`config.mk`:
```
export PLATFORM = sky130hd
export DESIGN_NAME = apb_master_flat
export DESIGN_NICKNAME = d
export VERILOG_FILES = /design/src/rtl/apb_master_if.sv /design/src/rtl/apb_master.sv /design/src/flat_wrapper.sv
export SDC_FILE = /design/constraint.sdc
export NUM_CORES = 1
export LEC_CHECK = 0
export BUFFER_PORTS_ARGS = -buffer_cell sky130_fd_sc_hd__buf_2
export CAP_MARGIN = 15
export CORE_MARGIN = 2
export CORE_UTILIZATION = 52
export CTS_BUF_LIST = sky130_fd_sc_hd__clkbuf_4
export DETAILED_ROUTE_END_ITERATION = 7
export GPL_TIMING_DRIVEN = 0
export MAX_ROUTING_LAYER = met4
export PLACE_DENSITY = 0.88
export REMOVE_ABC_BUFFERS = 1
export SYNTH_ARGS = -nofsm -noshare
export SYNTH_HDL_FRONTEND = slang
export SYNTH_SLANG_ARGS = --single-unit
```
`constraint.sdc`:
```
create_clock -name PCLK -period 3.3 [get_ports PCLK]
set_clock_uncertainty 0.05 [all_clocks]
set_input_delay 0.165 -clock PCLK [delete_from_list [all_inputs] [get_ports PCLK]]
set_output_delay 0.165 -clock PCLK [all_outputs]
set_load 0.05 [all_outputs]
```
`src/rtl/apb_master_if.sv`:
```
// Command/response channel and APB4 bus bundled between
// the apb_master requester and whatever sits on either side.
interface apb_master_if #(
  parameter int ADDR_WIDTH = 32,
  parameter int DATA_WIDTH = 32
) ();

  logic                    cmd_valid;
  logic                    cmd_ready;
  logic                    cmd_write;
  logic [ADDR_WIDTH-1:0]   cmd_addr;
  logic [DATA_WIDTH-1:0]   cmd_wdata;
  logic [DATA_WIDTH/8-1:0] cmd_wstrb;

  logic                    rsp_valid;
  logic                    rsp_ready;
  logic [DATA_WIDTH-1:0]   rsp_rdata;
  logic                    rsp_err;
  logic                    rsp_timeout;

  logic [ADDR_WIDTH-1:0]   PADDR;
  logic                    PSELx;
  logic                    PENABLE;
  logic                    PWRITE;
  logic [DATA_WIDTH/8-1:0] PWSTRB;
  logic [DATA_WIDTH-1:0]   PWDATA;
  logic [DATA_WIDTH-1:0]   PRDATA;
  logic                    PREADY;
  logic                    PSLVERR;

  modport master (
    input  cmd_valid,
    output cmd_ready,
    input  cmd_write,
    input  cmd_addr,
    input  cmd_wdata,
    input  cmd_wstrb,
    output rsp_valid,
    input  rsp_ready,
    output rsp_rdata,
    output rsp_err,
    output rsp_timeout,
    output PADDR,
    output PSELx,
    output PENABLE,
    output PWRITE,
    output PWSTRB,
    output PWDATA,
    input  PRDATA,
    input  PREADY,
    input  PSLVERR
  );

  modport slave (
    output cmd_valid,
    input  cmd_ready,
    output cmd_write,
    output cmd_addr,
    output cmd_wdata,
    output cmd_wstrb,
    input  rsp_valid,
    output rsp_ready,
    input  rsp_rdata,
    input  rsp_err,
    input  rsp_timeout,
    input  PADDR,
    input  PSELx,
    input  PENABLE,
    input  PWRITE,
    input  PWSTRB,
    input  PWDATA,
    output PRDATA,
    output PREADY,
    output PSLVERR
  );

endinterface

```
`src/rtl/apb_master.sv`:
```
// APB4 requester: one command at a time through SETUP/ACCESS,
// PREADY wait bounded by a timeout, registered response channel.
module apb_master #(
  parameter int ADDR_WIDTH     = 32,
  parameter int DATA_WIDTH     = 32,
  parameter int TIMEOUT_CYCLES = 16
) (
  input logic          PCLK,
  input logic          PResetn,
  apb_master_if.master bus
);

  localparam int SW = DATA_WIDTH / 8;
  localparam int CW = $clog2(TIMEOUT_CYCLES);
  localparam logic [CW-1:0] CNT_LAST =
    CW'(TIMEOUT_CYCLES - 1);

  typedef enum logic [1:0] {
    IDLE,
    SETUP,
    ACCESS,
    RESP
  } state_e;

  state_e          state_q, state_d;
  logic [CW-1:0]   cnt_q, cnt_d;
  logic            cmd_ready_q, cmd_ready_d;

  logic            psel_q, psel_d;
  logic            penable_q, penable_d;
  logic            pwrite_q, pwrite_d;
  logic [ADDR_WIDTH-1:0] paddr_q, paddr_d;
  logic [DATA_WIDTH-1:0] pwdata_q, pwdata_d;
  logic [SW-1:0]   pwstrb_q, pwstrb_d;

  logic            rsp_valid_q, rsp_valid_d;
  logic [DATA_WIDTH-1:0] rsp_rdata_q, rsp_rdata_d;
  logic            rsp_err_q, rsp_err_d;
  logic            rsp_to_q, rsp_to_d;

  always_ff @(posedge PCLK or negedge PResetn) begin
    if (!PResetn) begin
      state_q     <= IDLE;
      cnt_q       <= '0;
      cmd_ready_q <= 1'b0;
      psel_q      <= 1'b0;
      penable_q   <= 1'b0;
      pwrite_q    <= 1'b0;
      paddr_q     <= '0;
      pwdata_q    <= '0;
      pwstrb_q    <= '0;
      rsp_valid_q <= 1'b0;
      rsp_rdata_q <= '0;
      rsp_err_q   <= 1'b0;
      rsp_to_q    <= 1'b0;
    end else begin
      state_q     <= state_d;
      cnt_q       <= cnt_d;
      cmd_ready_q <= cmd_ready_d;
      psel_q      <= psel_d;
      penable_q   <= penable_d;
      pwrite_q    <= pwrite_d;
      paddr_q     <= paddr_d;
      pwdata_q    <= pwdata_d;
      pwstrb_q    <= pwstrb_d;
      rsp_valid_q <= rsp_valid_d;
      rsp_rdata_q <= rsp_rdata_d;
      rsp_err_q   <= rsp_err_d;
      rsp_to_q    <= rsp_to_d;
    end
  end

  always_comb begin
    state_d     = state_q;
    cnt_d       = cnt_q;
    cmd_ready_d = cmd_ready_q;
    psel_d      = psel_q;
    penable_d   = penable_q;
    pwrite_d    = pwrite_q;
    paddr_d     = paddr_q;
    pwdata_d    = pwdata_q;
    pwstrb_d    = pwstrb_q;
    rsp_valid_d = rsp_valid_q;
    rsp_rdata_d = rsp_rdata_q;
    rsp_err_d   = rsp_err_q;
    rsp_to_d    = rsp_to_q;

    unique case (state_q)
      IDLE: begin
        // ready rises one cycle after reset release
        cmd_ready_d = 1'b1;
        if (bus.cmd_valid && cmd_ready_q) begin
          state_d     = SETUP;
          cmd_ready_d = 1'b0;
          cnt_d       = '0;
          psel_d      = 1'b1;
          penable_d   = 1'b0;
          paddr_d     = bus.cmd_addr;
          pwrite_d    = bus.cmd_write;
          pwdata_d    = bus.cmd_wdata;
          pwstrb_d    = bus.cmd_write ?
                        bus.cmd_wstrb : '0;
        end
      end

      SETUP: begin
        state_d   = ACCESS;
        penable_d = 1'b1;
      end

      ACCESS: begin
        if (bus.PREADY) begin
          state_d     = RESP;
          psel_d      = 1'b0;
          penable_d   = 1'b0;
          rsp_valid_d = 1'b1;
          rsp_rdata_d = pwrite_q ? '0 : bus.PRDATA;
          rsp_err_d   = bus.PSLVERR;
          rsp_to_d    = 1'b0;
        end else if (cnt_q == CNT_LAST) begin
          state_d     = RESP;
          psel_d      = 1'b0;
          penable_d   = 1'b0;
          rsp_valid_d = 1'b1;
          rsp_rdata_d = '0;
          rsp_err_d   = 1'b1;
          rsp_to_d    = 1'b1;
        end else begin
          cnt_d = cnt_q + 1'b1;
        end
      end

      RESP: begin
        if (bus.rsp_ready) begin
          state_d     = IDLE;
          rsp_valid_d = 1'b0;
          cmd_ready_d = 1'b1;
        end
      end

      default: begin
        state_d = IDLE;
      end
    endcase
  end

  assign bus.cmd_ready   = cmd_ready_q;
  assign bus.rsp_valid   = rsp_valid_q;
  assign bus.rsp_rdata   = rsp_rdata_q;
  assign bus.rsp_err     = rsp_err_q;
  assign bus.rsp_timeout = rsp_to_q;
  assign bus.PADDR       = paddr_q;
  assign bus.PSELx       = psel_q;
  assign bus.PENABLE     = penable_q;
  assign bus.PWRITE      = pwrite_q;
  assign bus.PWSTRB      = pwstrb_q;
  assign bus.PWDATA      = pwdata_q;

endmodule

```
`src/flat_wrapper.sv`:
```
// flat-port wrapper written by rule: the top's interface ports become plain ports
module apb_master_flat 
#(
  parameter int ADDR_WIDTH     = 32,
  parameter int DATA_WIDTH     = 32,
  parameter int TIMEOUT_CYCLES = 16
)
  (PCLK, PResetn, bus_cmd_valid, bus_cmd_ready, bus_cmd_write, bus_cmd_addr, bus_cmd_wdata, bus_cmd_wstrb, bus_rsp_valid, bus_rsp_ready, bus_rsp_rdata, bus_rsp_err, bus_rsp_timeout, bus_PADDR, bus_PSELx, bus_PENABLE, bus_PWRITE, bus_PWSTRB, bus_PWDATA, bus_PRDATA, bus_PREADY, bus_PSLVERR);
  apb_master_if #(.ADDR_WIDTH(ADDR_WIDTH), .DATA_WIDTH(DATA_WIDTH)) bus_i ();
  input logic PCLK;
  input logic PResetn;
  input wire logic [$bits(bus_i.cmd_valid)-1:0] bus_cmd_valid;
  output wire logic [$bits(bus_i.cmd_ready)-1:0] bus_cmd_ready;
  input wire logic [$bits(bus_i.cmd_write)-1:0] bus_cmd_write;
  input wire logic [$bits(bus_i.cmd_addr)-1:0] bus_cmd_addr;
  input wire logic [$bits(bus_i.cmd_wdata)-1:0] bus_cmd_wdata;
  input wire logic [$bits(bus_i.cmd_wstrb)-1:0] bus_cmd_wstrb;
  output wire logic [$bits(bus_i.rsp_valid)-1:0] bus_rsp_valid;
  input wire logic [$bits(bus_i.rsp_ready)-1:0] bus_rsp_ready;
  output wire logic [$bits(bus_i.rsp_rdata)-1:0] bus_rsp_rdata;
  output wire logic [$bits(bus_i.rsp_err)-1:0] bus_rsp_err;
  output wire logic [$bits(bus_i.rsp_timeout)-1:0] bus_rsp_timeout;
  output wire logic [$bits(bus_i.PADDR)-1:0] bus_PADDR;
  output wire logic [$bits(bus_i.PSELx)-1:0] bus_PSELx;
  output wire logic [$bits(bus_i.PENABLE)-1:0] bus_PENABLE;
  output wire logic [$bits(bus_i.PWRITE)-1:0] bus_PWRITE;
  output wire logic [$bits(bus_i.PWSTRB)-1:0] bus_PWSTRB;
  output wire logic [$bits(bus_i.PWDATA)-1:0] bus_PWDATA;
  input wire logic [$bits(bus_i.PRDATA)-1:0] bus_PRDATA;
  input wire logic [$bits(bus_i.PREADY)-1:0] bus_PREADY;
  input wire logic [$bits(bus_i.PSLVERR)-1:0] bus_PSLVERR;
  assign bus_i.cmd_valid = bus_cmd_valid;
  assign bus_cmd_ready = bus_i.cmd_ready;
  assign bus_i.cmd_write = bus_cmd_write;
  assign bus_i.cmd_addr = bus_cmd_addr;
  assign bus_i.cmd_wdata = bus_cmd_wdata;
  assign bus_i.cmd_wstrb = bus_cmd_wstrb;
  assign bus_rsp_valid = bus_i.rsp_valid;
  assign bus_i.rsp_ready = bus_rsp_ready;
  assign bus_rsp_rdata = bus_i.rsp_rdata;
  assign bus_rsp_err = bus_i.rsp_err;
  assign bus_rsp_timeout = bus_i.rsp_timeout;
  assign bus_PADDR = bus_i.PADDR;
  assign bus_PSELx = bus_i.PSELx;
  assign bus_PENABLE = bus_i.PENABLE;
  assign bus_PWRITE = bus_i.PWRITE;
  assign bus_PWSTRB = bus_i.PWSTRB;
  assign bus_PWDATA = bus_i.PWDATA;
  assign bus_i.PRDATA = bus_PRDATA;
  assign bus_i.PREADY = bus_PREADY;
  assign bus_i.PSLVERR = bus_PSLVERR;
  apb_master #(.ADDR_WIDTH(ADDR_WIDTH), .DATA_WIDTH(DATA_WIDTH), .TIMEOUT_CYCLES(TIMEOUT_CYCLES)) u_core (.PCLK(PCLK), .PResetn(PResetn), .bus(bus_i));
endmodule
```
==> flow_summary_export.csv <==
group,metric,value,unit
critical_path,timing.setup.critical_path_class,"flop to flop",
global_route,busiest_layer,"met2",
route,route.vias.total,4149,
global_route,grt_use_total,0.332,
layout,multi_input_comb_area,1620,sq um
layout,final_standard_cell_utilization_of_the_core,0.819,
floorplan,dieHeight,97.9,um
timing,setup_viol,0,
power_and_ir_drop,comb_power_share,0.567,
critical_path,reg2regPathDepth,5,
job,max_cap_viol_count,0,
synthesis,synth_cell_types,35,
hold_path,hold_path_depth,3,
timing,fin_worst_hold_slack,0.0359,ns
route,antenna_violating_nets_post_route,0,
clock_network,cts-buffers-inserted,17,
critical_path,worst-endpoint-arrival,3.31,ns
clock_network,clkSlewWorstSetupHoldPaths,0.11,ns
critical_path,worst_r2r_startpoint,"u_core.state_q[0]",
layout,area_delta_synth_final,54.2,%
critical_path,cp_cell_sequence,"inv_1, ha_1, inv_1, nor3b_4, a22o_1",
floorplan,io_pins,214,
layout,nFillCells,424,
power_and_ir_drop,power.share.sequential,0.310,
synthesis,ys_seq_area_frac,0.616,
route,drtPass1Iterations,5,
global_route,grt_pass1_wl,23700,um
run_status,run_status,"complete, no violations",
floorplan,floorplan.die.width,97.9,um
power_and_ir_drop,pwr-share-clk,0.123,
global_route,grt.overflow.total,0,
clock_network,cts.htree.levels,4,
floorplan,initial_core_util,0.531,
layout,final_layout_size_suffix_gt1_frac,0.483,
synthesis,synth_top_area_frac,0.616,
power_and_ir_drop,power.switching,4.22,mW
route,drc,0,
critical_path,crit_top_cell,"inv_1",
timing,timing.final.crit_share,0.886,
global_route,grtUsageMet3,0.0644,
synthesis,synthDominantAreaCellType,"dfrtp_1",
critical_path,largest_stage_delay_worst_path,0.72,ns
placement,placed_instances,630,
timing,report.final.slew_viol_count,0,
placement,post-dp-hpwl,8050,um
route,route.detailed.wl_per_inst,19.7,um
synthesis,syn_area_per_cell,14.0,sq um
route,routed_wl,15200,um
route,viasPerCell,5.39,
clock_network,clkSinkCount,113,
global_route,grt_start_max_net_pins,73,
clock_network,cts_repair_resize_count,0,
critical_path,maximum_net_fanout_on_the_critical_path,24,
synthesis,synth_area_leaders,"dfrtp_1, mux2_2, a22o_1",
critical_path,regToRegEndpoint,"u_core.bus.rsp_rdata[28]",
timing,tightest_slew,0.937,ns
timing,relative_slew_margins,0.373,
layout,sequential_cell_area,2830,sq um
clock_network,tritoncts,"yes",
layout,num_antenna_cells,0,
hold_path,hold_path_class,"input port to flop",
synthesis,postSynthRegisterBits,113,
power_and_ir_drop,p_leak,3.53,nW
synthesis,synthesis.yosys.warnings,0,
power_and_ir_drop,power.density,1110,nW/um^2
timing,final_period_minus_worst_setup_slack,2.92,ns
floorplan,floorplan.die_area,9590,sq um
power_and_ir_drop,power.share.switching,0.536,
timing,rsz0062_at_grt,"false",
global_route,antenna_found_initial,0,
clock_network,worst_skew_pair.late_latency,0.51,ns
route,dr.first_iter.drc_count,272,
power_and_ir_drop,internal_power,3.66,mW
global_route,use_met1,0.353,
synthesis,dominantRegCellSynth,"dfrtp_1",
critical_path,worstSetupStartpointType,"flop",
power_and_ir_drop,peakVddDrop,0.000637,V
timing,final-hold-violation-count,0,
critical_path,cp.required,3.68,ns
critical_path,crit_end,"u_core.bus.rsp_rdata[28]",
layout,fin_cells,770,
critical_path,worst_setup_path_end_kind,"flop",
global_route,first_global_vias,4457,
critical_path,timing.reg2reg.setup_slack,0.38,ns
clock_network,clk_root_buffer_cell,"clkbuf_4",
clock_network,cts_buffer_depth,2,
global_route,grt_util_met2,0.604,
synthesis,synthCells,328,
synthesis,number_of_enable_flip_flop_cells_after_synthesis,0,
floorplan,placeableCoreArea,8640,sq um
placement,gp_congestion,0.782,
critical_path,crit_path_start,"u_core.state_q[0]",
timing,max_clock_freq,0.342,GHz
synthesis,netlist_area,4590,sq um
critical_path,slowest_stage,"nor3b_4",
layout,nNetsFinal,763,
floorplan,placement_row_count,34,
synthesis,ys_async_sr_fraction,1.00,
hold_path,hold_path_startpoint,"bus_PREADY",
placement,number_of_buffer_cells_added_on_primary_ports,213,
[per-layer routing]
layer  wire [um]  up-vias
li1            -     1831
met2        8540      213
met1        5250     2054
met5           0        -
met3         830       51
met4         537        0
[sequential cells by signal, indices dropped and copies added, names as in the netlist, 2 cells and up]
name and count:
u_core.bus.PWDATA 32, u_core.bus.PADDR 32, u_core.bus.PWSTRB 4, u_core.state_q 2, u_core.bus.rsp_rdata 32, u_core.cnt_q 4
[synthesized netlist by cell type, types with 3 or more instances]
| library cell | number |
|---|---|
| dfrtp_1 | 113 |
| mux2_2 | 67 |
| nand2_1 | 24 |
| o21ai_0 | 21 |
| a22o_1 | 19 |
| nand4b_1 | 16 |
| buf_2 | 9 |
| ha_1 | 7 |
| inv_1 | 7 |
| clkbuf_1 | 6 |
| buf_6 | 5 |
| mux2i_1 | 3 |
| nand3_1 | 3 |
[worst min-delay path by stage]
stage,slack (ns),to
after global placement,0.33,u_core.bus.rsp_rdata[15]
after detailed placement,0.14,u_core.bus.PWDATA[13]
after global routing,0.04,u_core.bus.rsp_rdata[2]
after floorplan,-0.18,u_core.bus.PADDR[0]
after CTS,0.02,u_core.bus.rsp_rdata[9]
final,0.04,u_core.bus.rsp_rdata[3]
[cell usage in the layout (no fill, tap or decap), drive strengths merged, types with 3 or more instances in the layout]
master	instances
buf	215
dfrtp	113
dlygate4sd3	108
mux2	68
nand2	24
o21ai	21
a22o	19
clkbuf	17
nand4b	16
inv	12
ha	7
clkinvlp	5
clkinv	4
mux2i	3
nand3	3
a211oi	3
[worst max-delay path, delay by kind of cell, from the launching register on]
kind | cells | cell delay, ns
AO/OA/AOI/OAI | 1 | 0.25
adder cells (fa/ha/maj) | 1 | 0.71
flip-flops | 1 | 0.43
buffers and inverters | 2 | 0.68
AND/OR/NAND/NOR | 1 | 0.72
[repair_timing]
item                      in CTS  in global routing
hold buffers                 108                  0
setup buffers                  0                  0
hold endpoints to repair     144                  0
[kinds of logic (layout without fill, tap and decap cells)]
family          Yosys count  after routing  share of synthesized area
mux                      71             71                      0.173
compound gates           52             52                     0.0835
simple gates             57             57                     0.0739
flops                   113            113                      0.616
buf+inv                  28            362                     0.0335
fa+ha+maj                 7              7                     0.0191
[through the flow]
step                      power (mW)  worst slack, ns  setup TNS [ns]  instance area (sq um)
after floorplan                 5.61           -0.118           -7.69                   4460
after global placement          6.54           -0.854          -57.63                   5660
after detailed placement        6.67            0.448               0                   5730
after CTS                       7.71            0.424               0                   7070
after global routing            8.19            0.165               0                   7070
final                           7.88            0.377               0                   7070
[area by class of cell]
type                    count  share of cell area
flip-flops and latches    113               0.400
repair buffers            323               0.312
multi-input cells         187               0.229
well taps                 108              0.0191
clock inverters            15              0.0189
clock buffers              17              0.0180
inverters                   7             0.00371
[power by group through the flow]
| stage | Combinational, mW | Clock (mW) | Sequential (mW) |
|---|---|---|---|
| 6_report | 4.47 | 0.968 | 2.44 |
| 5_1_grt | 4.64 | 1.04 | 2.51 |
| 4_1_cts | 4.38 | 0.965 | 2.37 |
| 3_5_place_dp | 4.27 | 0 | 2.40 |
| 3_3_place_gp | 4.20 | 0 | 2.34 |
| 2_1_floorplan | 1.09 | 0 | 4.52 |
Power figures use the tool's default switching activity.
